`config.mk`:
```
export PLATFORM = sky130hd
export DESIGN_NAME = aq_ifu_ras_pred_flat
export DESIGN_NICKNAME = d
export VERILOG_FILES = /design/src/rtl/aq_ifu_ras_pred_if.sv /design/src/rtl/aq_ifu_ras_pred.sv /design/src/flat_wrapper.sv
export SDC_FILE = /design/constraint.sdc
export NUM_CORES = 1
export LEC_CHECK = 0
export BUFFER_PORTS_ARGS = -buffer_cell sky130_fd_sc_hd__buf_4
export CAP_MARGIN = 20
export CORE_MARGIN = 3
export CORE_UTILIZATION = 45
export CTS_BUF_LIST = sky130_fd_sc_hd__clkbuf_4 sky130_fd_sc_hd__clkbuf_8
export CTS_CLUSTER_DIAMETER = 100
export CTS_CLUSTER_SIZE = 12
export DETAILED_ROUTE_END_ITERATION = 16
export PLACE_DENSITY = 0.86
export SETUP_SLACK_MARGIN = 0.5
export SLEW_MARGIN = 20
export SYNTH_ARGS = -nofsm -noshare
export SYNTH_HDL_FRONTEND = slang
export SYNTH_SLANG_ARGS = --single-unit
```
`constraint.sdc`:
```
create_clock -name ras_cpuclk -period 2.4 [get_ports ras_cpuclk]
set_input_delay 0.24 -clock ras_cpuclk [delete_from_list [all_inputs] [get_ports ras_cpuclk]]
set_output_delay 0.24 -clock ras_cpuclk [all_outputs]
set_load 0.01 [all_outputs]
```
`src/rtl/aq_ifu_ras_pred_if.sv`:
```
// Redirect handshake between the RAS predictor and instruction fetch.
// Also carries the decode stall back-pressure.
interface aq_ifu_ras_pred_if;
  logic        pred_ifu_redir_vld;
  logic [23:0] pred_ifu_redir_pc;
  logic        ifu_pred_redir_rdy;
  logic        pred_ipd_stall;

  modport master (
    output pred_ifu_redir_vld,
    output pred_ifu_redir_pc,
    output pred_ipd_stall,
    input  ifu_pred_redir_rdy
  );

  modport slave (
    input  pred_ifu_redir_vld,
    input  pred_ifu_redir_pc,
    input  pred_ipd_stall,
    output ifu_pred_redir_rdy
  );
endinterface

```
`src/rtl/aq_ifu_ras_pred.sv`:
```
// Return-address-stack predictor control: push/pop issue, speculative/commit depth tracking, fetch redirect.
// Optional macro AQ_IFU_RAS_PRED_RVC_EN enables 16-bit call return offsets.
//
// state   | meaning
// S_IDLE  | no redirect outstanding
// S_REDIR | redirect to captured return target waiting for fetch ready
module aq_ifu_ras_pred (
  input  logic        ras_cpuclk,
  input  logic        cpurst_b,
  input  logic        ipd_call_vld,
  input  logic        ipd_ret_vld,
  input  logic [23:0] ipd_pc,
  input  logic        ipd_inst_32,
  input  logic [23:0] ras_pred_tar_pc,
  output logic        pred_ras_link_vld,
  output logic        pred_ras_ret_vld,
  output logic [23:0] pred_ras_link_pc,
  output logic        ras_cur_st,
  input  logic        rtu_ifu_flush_fe,
  input  logic        iu_ifu_bht_mispred,
  input  logic        iu_ifu_pc_mispred,
  input  logic        iu_ifu_link_vld,
  input  logic        iu_ifu_ret_vld,
  aq_ifu_ras_pred_if.master redir_if
);

  typedef enum logic {
    S_IDLE  = 1'b0,
    S_REDIR = 1'b1
  } ras_st_e;

  localparam logic [2:0] CNT_MAX = 3'd4;

  ras_st_e     r_state;
  ras_st_e     w_state_nxt;
  logic [2:0]  r_spec_cnt;
  logic [2:0]  w_spec_cnt_nxt;
  logic [2:0]  r_commit_cnt;
  logic [2:0]  w_commit_cnt_nxt;
  logic [23:0] r_redir_pc;
  logic        w_restore;
  logic        w_stall;
  logic        w_accept;
  logic        w_capture;
  logic [23:0] w_link_ofs;

  // A pc mispredict that itself is a link keeps the speculative depth.
  assign w_restore = rtu_ifu_flush_fe | iu_ifu_bht_mispred
                   | (iu_ifu_pc_mispred & ~iu_ifu_link_vld);
  assign w_stall   = (r_state == S_REDIR) & ~redir_if.ifu_pred_redir_rdy;
  assign w_accept  = ~w_restore & ~w_stall;

  assign pred_ras_link_vld = ipd_call_vld & w_accept;
  assign pred_ras_ret_vld  = ipd_ret_vld & ~ipd_call_vld & w_accept;

`ifdef AQ_IFU_RAS_PRED_RVC_EN
  assign w_link_ofs = ipd_inst_32 ? 24'd4 : 24'd2;
`else
  logic w_unused_inst_32;
  assign w_unused_inst_32 = ipd_inst_32;
  assign w_link_ofs       = 24'd4;
`endif

  assign pred_ras_link_pc = ipd_pc + w_link_ofs;

  assign ras_cur_st = (r_spec_cnt == 3'd0);
  assign w_capture  = pred_ras_ret_vld & ~ras_cur_st;

  always_comb begin
    w_spec_cnt_nxt = r_spec_cnt;
    if (w_restore) begin
      w_spec_cnt_nxt = r_commit_cnt;
    end else if (pred_ras_link_vld) begin
      if (r_spec_cnt != CNT_MAX) begin
        w_spec_cnt_nxt = r_spec_cnt + 3'd1;
      end
    end else if (pred_ras_ret_vld) begin
      if (r_spec_cnt != 3'd0) begin
        w_spec_cnt_nxt = r_spec_cnt - 3'd1;
      end
    end
  end

  always_comb begin
    w_commit_cnt_nxt = r_commit_cnt;
    if (iu_ifu_link_vld & ~rtu_ifu_flush_fe) begin
      if (r_commit_cnt != CNT_MAX) begin
        w_commit_cnt_nxt = r_commit_cnt + 3'd1;
      end
    end else if (iu_ifu_ret_vld & ~rtu_ifu_flush_fe) begin
      if (r_commit_cnt != 3'd0) begin
        w_commit_cnt_nxt = r_commit_cnt - 3'd1;
      end
    end
  end

  // A capture can only occur when not restoring, so it cannot collide with a drop.
  always_comb begin
    w_state_nxt = r_state;
    case (r_state)
      S_IDLE: begin
        if (w_capture) begin
          w_state_nxt = S_REDIR;
        end
      end
      S_REDIR: begin
        if (w_capture) begin
          w_state_nxt = S_REDIR;
        end else if (w_restore | redir_if.ifu_pred_redir_rdy) begin
          w_state_nxt = S_IDLE;
        end
      end
      default: w_state_nxt = S_IDLE;
    endcase
  end

  always_ff @(posedge ras_cpuclk or negedge cpurst_b) begin
    if (!cpurst_b) begin
      r_state      <= S_IDLE;
      r_spec_cnt   <= 3'd0;
      r_commit_cnt <= 3'd0;
      r_redir_pc   <= 24'd0;
    end else begin
      r_state      <= w_state_nxt;
      r_spec_cnt   <= w_spec_cnt_nxt;
      r_commit_cnt <= w_commit_cnt_nxt;
      if (w_capture) begin
        r_redir_pc <= ras_pred_tar_pc;
      end
    end
  end

  assign redir_if.pred_ifu_redir_vld = (r_state == S_REDIR);
  assign redir_if.pred_ifu_redir_pc  = r_redir_pc;
  assign redir_if.pred_ipd_stall     = w_stall;

endmodule

```
`src/flat_wrapper.sv`:
```
// flat-port wrapper written by rule: the top's interface ports become plain ports
module aq_ifu_ras_pred_flat 
  (ras_cpuclk, cpurst_b, ipd_call_vld, ipd_ret_vld, ipd_pc, ipd_inst_32, ras_pred_tar_pc, pred_ras_link_vld, pred_ras_ret_vld, pred_ras_link_pc, ras_cur_st, rtu_ifu_flush_fe, iu_ifu_bht_mispred, iu_ifu_pc_mispred, iu_ifu_link_vld, iu_ifu_ret_vld, redir_if_pred_ifu_redir_vld, redir_if_pred_ifu_redir_pc, redir_if_pred_ipd_stall, redir_if_ifu_pred_redir_rdy);
  aq_ifu_ras_pred_if redir_if_i ();
  input  logic ras_cpuclk;
  input  logic cpurst_b;
  input  logic ipd_call_vld;
  input  logic ipd_ret_vld;
  input  logic [23:0] ipd_pc;
  input  logic ipd_inst_32;
  input  logic [23:0] ras_pred_tar_pc;
  output logic pred_ras_link_vld;
  output logic pred_ras_ret_vld;
  output logic [23:0] pred_ras_link_pc;
  output logic ras_cur_st;
  input  logic rtu_ifu_flush_fe;
  input  logic iu_ifu_bht_mispred;
  input  logic iu_ifu_pc_mispred;
  input  logic iu_ifu_link_vld;
  input  logic iu_ifu_ret_vld;
  output wire logic [$bits(redir_if_i.pred_ifu_redir_vld)-1:0] redir_if_pred_ifu_redir_vld;
  output wire logic [$bits(redir_if_i.pred_ifu_redir_pc)-1:0] redir_if_pred_ifu_redir_pc;
  output wire logic [$bits(redir_if_i.pred_ipd_stall)-1:0] redir_if_pred_ipd_stall;
  input wire logic [$bits(redir_if_i.ifu_pred_redir_rdy)-1:0] redir_if_ifu_pred_redir_rdy;
  assign redir_if_pred_ifu_redir_vld = redir_if_i.pred_ifu_redir_vld;
  assign redir_if_pred_ifu_redir_pc = redir_if_i.pred_ifu_redir_pc;
  assign redir_if_pred_ipd_stall = redir_if_i.pred_ipd_stall;
  assign redir_if_i.ifu_pred_redir_rdy = redir_if_ifu_pred_redir_rdy;
  aq_ifu_ras_pred u_core (.ras_cpuclk(ras_cpuclk), .cpurst_b(cpurst_b), .ipd_call_vld(ipd_call_vld), .ipd_ret_vld(ipd_ret_vld), .ipd_pc(ipd_pc), .ipd_inst_32(ipd_inst_32), .ras_pred_tar_pc(ras_pred_tar_pc), .pred_ras_link_vld(pred_ras_link_vld), .pred_ras_ret_vld(pred_ras_ret_vld), .pred_ras_link_pc(pred_ras_link_pc), .ras_cur_st(ras_cur_st), .rtu_ifu_flush_fe(rtu_ifu_flush_fe), .iu_ifu_bht_mispred(iu_ifu_bht_mispred), .iu_ifu_pc_mispred(iu_ifu_pc_mispred), .iu_ifu_link_vld(iu_ifu_link_vld), .iu_ifu_ret_vld(iu_ifu_ret_vld), .redir_if(redir_if_i));
endmodule
```
### Yosys cells after proc, flatten, opt, wreduce, memory -nomap -nowiden

Index checks and enable logic that the tools add are counted.

| operators by class | value |
|---|---|
| equal/unequal tests | 4 |
| bitwise gates (word level) | 20 |
| multiplexer cells | 13 |
| reductions and logical operators | 9 |
| $add $sub $neg | 5 |

Operator list:

| operator | number |
|---|---|
| 3-bit two-way mux | 9 |
| 24-bit by 3-bit adder with 24-bit output, second input constant | 1 |
| 3-bit nonzero test | 4 |
| 1-bit bitwise AND | 9 |
| 1-bit NOT | 8 |
| 3-bit by 1-bit adder with 3-bit output, second input constant | 2 |
| 3-bit != test, second input constant | 2 |
| 3-bit AND reduction | 2 |
| 3-bit by 1-bit subtractor with 3-bit output, second input constant | 2 |
| 2-bit nonzero test | 2 |
| 3-bit logical NOT | 1 |
| 1-bit two-way mux | 3 |
| 3-bit by 1-bit != test with 1-bit output, second input constant | 1 |
| 1-bit bitwise OR | 3 |
| 2-bit != test, second input constant | 1 |
| 1-bit one-hot mux with 2 select lines | 1 |

| word-level totals | value |
|---|---|
| logic and storage cells | 55 |
| output and inout bits | 53 |
| flip-flop bits (word level) | 31 |

### Depth between registers and ports, before layout

| logic depth | value |
|---|---|
| depth after elaboration | 9 |
| gate-level depth with buffers | 8 |

### Least setup slack after synthesis

Ideal clock, no wire load.

| timing | value |
|---|---|
| kind | reg-to-reg |
| from | reg u_core.r_state (netlist: u_core.redir_if.pred_ifu_redir_vld) |
| to | reg u_core.r_spec_cnt[1] |
| cell stages (with the launch flop) | 9 |
| data arrival time | 2.286 ns |
| path buffers | 0 |
| clock period less this slack | 2.352 ns |
| setup slack | 0.048 ns |
| setup time | 0.066 ns |
| cell sequence | dfrtp_1 > nand2b_1 > clkinv_1 > nor3_1 > inv_1 > fa_1 > o31ai_1 > o311ai_0 > o21a_1 |

| between the ends | value |
|---|---|
| longest elaborated chain between the ends | 6 |
| elaborated cells between the ends (all ways) | 11 |
| classes of those cells | eq/ne (1); mux (2); bitwise (5); reduce/logical (3) |

Ends and longest elaborated chain:

| item | RTL line | text |
|---|---|---|
| start: declaration | aq_ifu_ras_pred.sv:34 | `ras_st_e r_state;` |
| start signal: assignment | aq_ifu_ras_pred.sv:124 | `r_state <= w_state_nxt;` |
| 1-bit bitwise AND * | aq_ifu_ras_pred.sv:50 | `assign w_stall = (r_state == S_REDIR) & ~redir_if.ifu_pred_redir_rdy;` |
| via redir_if_pred_ipd_stall | flat_wrapper.sv:23 | `output wire logic [$bits(redir_if_i.pred_ipd_stall)-1:0] redir_if_pred_ipd_stall;` |
| 1-bit NOT * | aq_ifu_ras_pred.sv:51 | `assign w_accept = ~w_restore & ~w_stall;` |
| 1-bit bitwise AND * | aq_ifu_ras_pred.sv:51 |  |
| 1-bit bitwise AND * | aq_ifu_ras_pred.sv:53 | `assign pred_ras_link_vld = ipd_call_vld & w_accept;` |
| via pred_ras_link_vld | flat_wrapper.sv:12 | `output logic pred_ras_link_vld;` |
| 3-bit by 1-bit != test with 1-bit output (no source line), or another cell as far along | - |  |
| 3-bit AND reduction (no source line) / 3-bit two-way mux (equally long branches) | - |  |
| end signal: assignment | aq_ifu_ras_pred.sv:125 | `r_spec_cnt <= w_spec_cnt_nxt;` |
| end: declaration | aq_ifu_ras_pred.sv:36 | `logic [2:0] r_spec_cnt;` |

Mark *: on every way through the listed nets, which the timed path passes. The rest lies on a longest branch.
A chain may end at the register's enable or synchronous reset.

### Final worst setup path

| timing | value |
|---|---|
| from | reg u_core.r_state (netlist: u_core.redir_if.pred_ifu_redir_vld) |
| to | reg u_core.r_spec_cnt[1] |

| between the ends | value |
|---|---|
| longest elaborated chain between the ends | 6 |
| elaborated cells between the ends (all ways) | 11 |
| classes of those cells | eq/ne (1); mux (2); bitwise (5); reduce/logical (3) |

Ends and longest elaborated chain:

| item | RTL line |
|---|---|
| 1-bit bitwise AND * | aq_ifu_ras_pred.sv:50 |
| 1-bit NOT * | aq_ifu_ras_pred.sv:51 |
| 1-bit bitwise AND * | aq_ifu_ras_pred.sv:51 |
| 1-bit bitwise AND (on tied branches) | aq_ifu_ras_pred.sv:53, aq_ifu_ras_pred.sv:54 |
| 3-bit by 1-bit != test with 1-bit output (no source line), or another cell as far along | - |
| 3-bit AND reduction (no source line) / 3-bit two-way mux (equally long branches) | - |

Every way passes the cells marked *; elsewhere a longest branch is shown, timed or not.

==> metrics.csv <==
stage,metric,value,unit
die,start_util,47.6,%
worst_setup_path,criticalPathCategory,flop to flop,
worst_setup_path,cp-start-kind,flop,
drt,routedWlPerCell,15.4,um
job,drv_cap,0,
logic_synthesis,synth_top_area_cell,dfrtp_1,
worst_setup_path,path_cells,nand2b_4 > inv_8 > nor3_4 > inv_2 > fa_1 > o31ai_1 > o311ai_1 > o21a_1,
power,pwr-share-comb,42.3,%
drt,drt-vias-per-instance,5.25,
power,clkPwrFrac,18.2,%
sta,hold_viol_final,0,
power,p_int,1520,uW
clock_network,cts_sinks,31,
power,total_power,2230,uW
drt,antenna_left,0,
power,ir_drop,0.000622,V
power,p_per_area,768,nW/um2
logic_synthesis,seq_area_frac_synth,39.8,%
power,p_switching,710,uW
clock_network,clock_latency,0.28,ns
die,num_rows,23,
drt,drt_iter0_markers,37,
finish,fillers,312,
die,fp.dieW,71.8,um
global_routing,grt_pass1_vias,1653,
power,power_leakage,0.00138,uW
sta,finalClockSkew,0.00468,ns
logic_synthesis,synthDistinctLibCells,43,
clock_network,htreeDepth,2,
sta,max_slew.worst_pin.slew,0.671,ns
sta,max_slew_margin,55.0,%
clock_network,cts_tree,done,
sta,max_freq,561,MHz
clock_network,clock_path_buffers,2,
die,num_io_pins,112,
sta,fin_crit_sh,74.3,%
worst_setup_path,worstPathRequired,2.62,ns
logic_synthesis,ys_seq_elements,31,
power,swShare,31.8,%
drt,vias,1742,
finish,drive_gt1_share,53.2,%
worst_setup_path,crit_path_top_delay_cell,fa_1,
drt,met2_length,2840,um
global_routing,antenna_found_initial,0,
sta,final.setup.worst_slack,0.618,ns
worst_setup_path,crit_path_end_kind,flop,
worst_setup_path,critPathMaxFanout,9,
place,place_ws,0.323,ns
place,gp_congestion,0.838,
sta,whs,0.186,ns
sta,setup_violations,0,
finish,antenna_cells,0,
run_status,status,finished clean,
place,io_buffers,106,
drt,finalWirelength,5110,um
clock_network,clkTransAtPathRegs,0.06,ns
drt,wl_met3,325,um
logic_synthesis,yosys-top-cells-area,"dfrtp_1 40%, mux2_4 15%, xnor2_1 7.2%",
drt,drt-pass1-iter-count,4,
die,die_y,71.8,um
worst_setup_path,critical_path.max_stage_delay,0.47,ns
logic_synthesis,synthesis.area,1950,um2
global_routing,overflow,0,
worst_setup_path,worstPathArrival,2.00,ns
sta,rsz0062_at_grt,no,
global_routing,grt_max_degree,32,
clock_network,cts_root_buf,clkbuf_8,
logic_synthesis,synth_top_area_share,39.8,%
global_routing,grt_pass1_wl,7710,um
global_routing,gr-usage-all-layers,19.6,%
drt,top_layer_used,met4,
logic_synthesis,syn-num-nets,233,
drt,met1_length,1870,um
place,hpwl,4050,um
logic_synthesis,synth_warnings,0,
logic_synthesis,synthCells,171,
die,dieArea,5150,um2
sta,tns,0,ns
finish,final_core_utilization,71.1,%
hold_path,hold_path_class,primary input to flop,
power,pwr-share-seq,39.5,%
finish,area_delta_synth_final,49.3,%
drt,drc,0,
clock_network,cts_buffers,5,
die,design.core.area,4090,um2
logic_synthesis,syn_area_per_cell,11.4,um2
finish,fin_nets,344,
sta,slew_viol_final,0,
sta,period_needed,1.78,ns
==> synth_stat cells, drive strengths merged <==
master and count:
o21ai 6, xor2 5, nand2b 2, nand2 5
and2 1, clkbuf 1, nor4b 1, nor2b 1
nor2 7, o22ai 1, fa 2, o311ai 1
nor4 2, nor3 6, o31ai 1, nand3 11
xnor2 16, clkinv 1, mux2 26, a311oi 1
or2b 1, and4 4, a21boi 1, inv 7
o21a 1, a21oi 3, and3 4, mux2i 2
a221oi 2, a211o 1, ha 1, a211oi 1
or3 1, nand4 6, buf 5, dfrtp 31
a31oi 2, or4 1
==> final cells by class <==
cell class / count / area, um2 / share of cell area [%]
multi-input combinational: 126 / 1100 / 37.9
inverter: 8 / 37.5 / 1.29
timing repair buffer: 110 / 841 / 28.9
sequential: 31 / 776 / 26.7
tap: 50 / 62.6 / 2.15
clock buffer: 6 / 82.6 / 2.84
clock inverter: 1 / 5.00 / 0.172
==> placed cells by master (no fill, tap or decap), drive strengths merged, types with 2 or more instances in the layout <==
| cell | count |
|---|---|
| a221oi | 2 |
| fa | 2 |
| buf | 109 |
| nand2 | 5 |
| nor4 | 2 |
| nor2 | 7 |
| inv | 8 |
| a31oi | 2 |
| and3 | 4 |
| xnor2 | 16 |
| dfrtp | 31 |
| nor3 | 6 |
| o21ai | 6 |
| nand4 | 6 |
| a21oi | 3 |
| and4 | 4 |
| xor2 | 5 |
| clkbuf | 6 |
| nand3 | 11 |
| mux2 | 26 |
| mux2i | 2 |
| nand2b | 2 |
==> power by group through the flow <==
stage	clock [uW]	combinational, uW	sequential [uW]
floorplan	0	443	920
global placement	0	920	871
detailed placement	0	948	885
CTS	422	951	884
global route	450	1020	909
finish	407	944	881
==> repair_timing <==
| action | 4_1_cts | 5_1_grt |
|---|---|---|
| hold endpoints to repair | 31 | 0 |
| gates resized for setup | 2 | 2 |
| hold buffers | 1 | 0 |
| setup endpoints to repair | 5 | 1 |
| pin swaps | 0 | 1 |
| buffers inserted | 0 | 2 |
==> routing by layer <==
metal,track usage [%],vias up
li1,-,843
met1,21.1,831
met2,36.4,62
met3,5.05,6
met4,7.10,0
met5,0,-
==> stage by stage <==
stage          cells  instance area [um2]
2_1_floorplan    171                 1960
3_3_place_gp     322                 2780
3_5_place_dp     322                 2780
4_1_cts          330                 2890
5_1_grt          332                 2910
6_report         332                 2910
==> cells by family after synthesis <==
kind of cell / Yosys count / synth area share [%]
and+or+nand+nor: 53 / 15.7
DFF: 31 / 39.8
muxes: 28 / 19.9
AOI/OAI and AO/OA: 21 / 7.52
xor gates and xnor gates: 21 / 9.45
buffers and inverters: 14 / 4.82
adders and majority gates: 3 / 2.70
==> worst paths after layout <==
path                            cells after the start                                               from  slack (ns)                                                 to
max in group asynchronous                           2                                           cpurst_b        1.69                   u_core.r_spec_cnt[2]$_DFFE_PN0P_
worst min-delay path                                2                                ras_pred_tar_pc[17]        0.19  u_core.redir_if.pred_ifu_redir_pc[17]$_DFFE_PN0P_
min in group asynchronous                           2                                           cpurst_b        0.43   u_core.redir_if.pred_ifu_redir_pc[9]$_DFFE_PN0P_
worst max register to register                      8       u_core.redir_if.pred_ifu_redir_vld$_DFF_PN0_        0.62                   u_core.r_spec_cnt[1]$_DFFE_PN0P_
worst min register to register                      1  u_core.redir_if.pred_ifu_redir_pc[11]$_DFFE_PN0P_        0.51  u_core.redir_if.pred_ifu_redir_pc[11]$_DFFE_PN0P_
worst max-delay path                                8       u_core.redir_if.pred_ifu_redir_vld$_DFF_PN0_        0.62                   u_core.r_spec_cnt[1]$_DFFE_PN0P_
==> flip-flops by register name, summed over array words and instances, names as in the netlist <==
signal and flops:
u_core.r_commit_cnt 3, u_core.r_spec_cnt 3, u_core.redir_if.pred_ifu_redir_pc 24, u_core.redir_if.pred_ifu_redir_vld 1
==> worst max-delay path, delay by kind of cell, from the launching register on <==
family | cells | cell delay [ns]
buffers and inverters | 2 | 0.11
flip-flops | 1 | 0.42
AND/OR/NAND/NOR | 2 | 0.26
AO/OA/AOI/OAI | 3 | 0.45
adder cells (fa/ha/maj) | 1 | 0.47
Note: power is estimated with default switching activity, not from simulation.
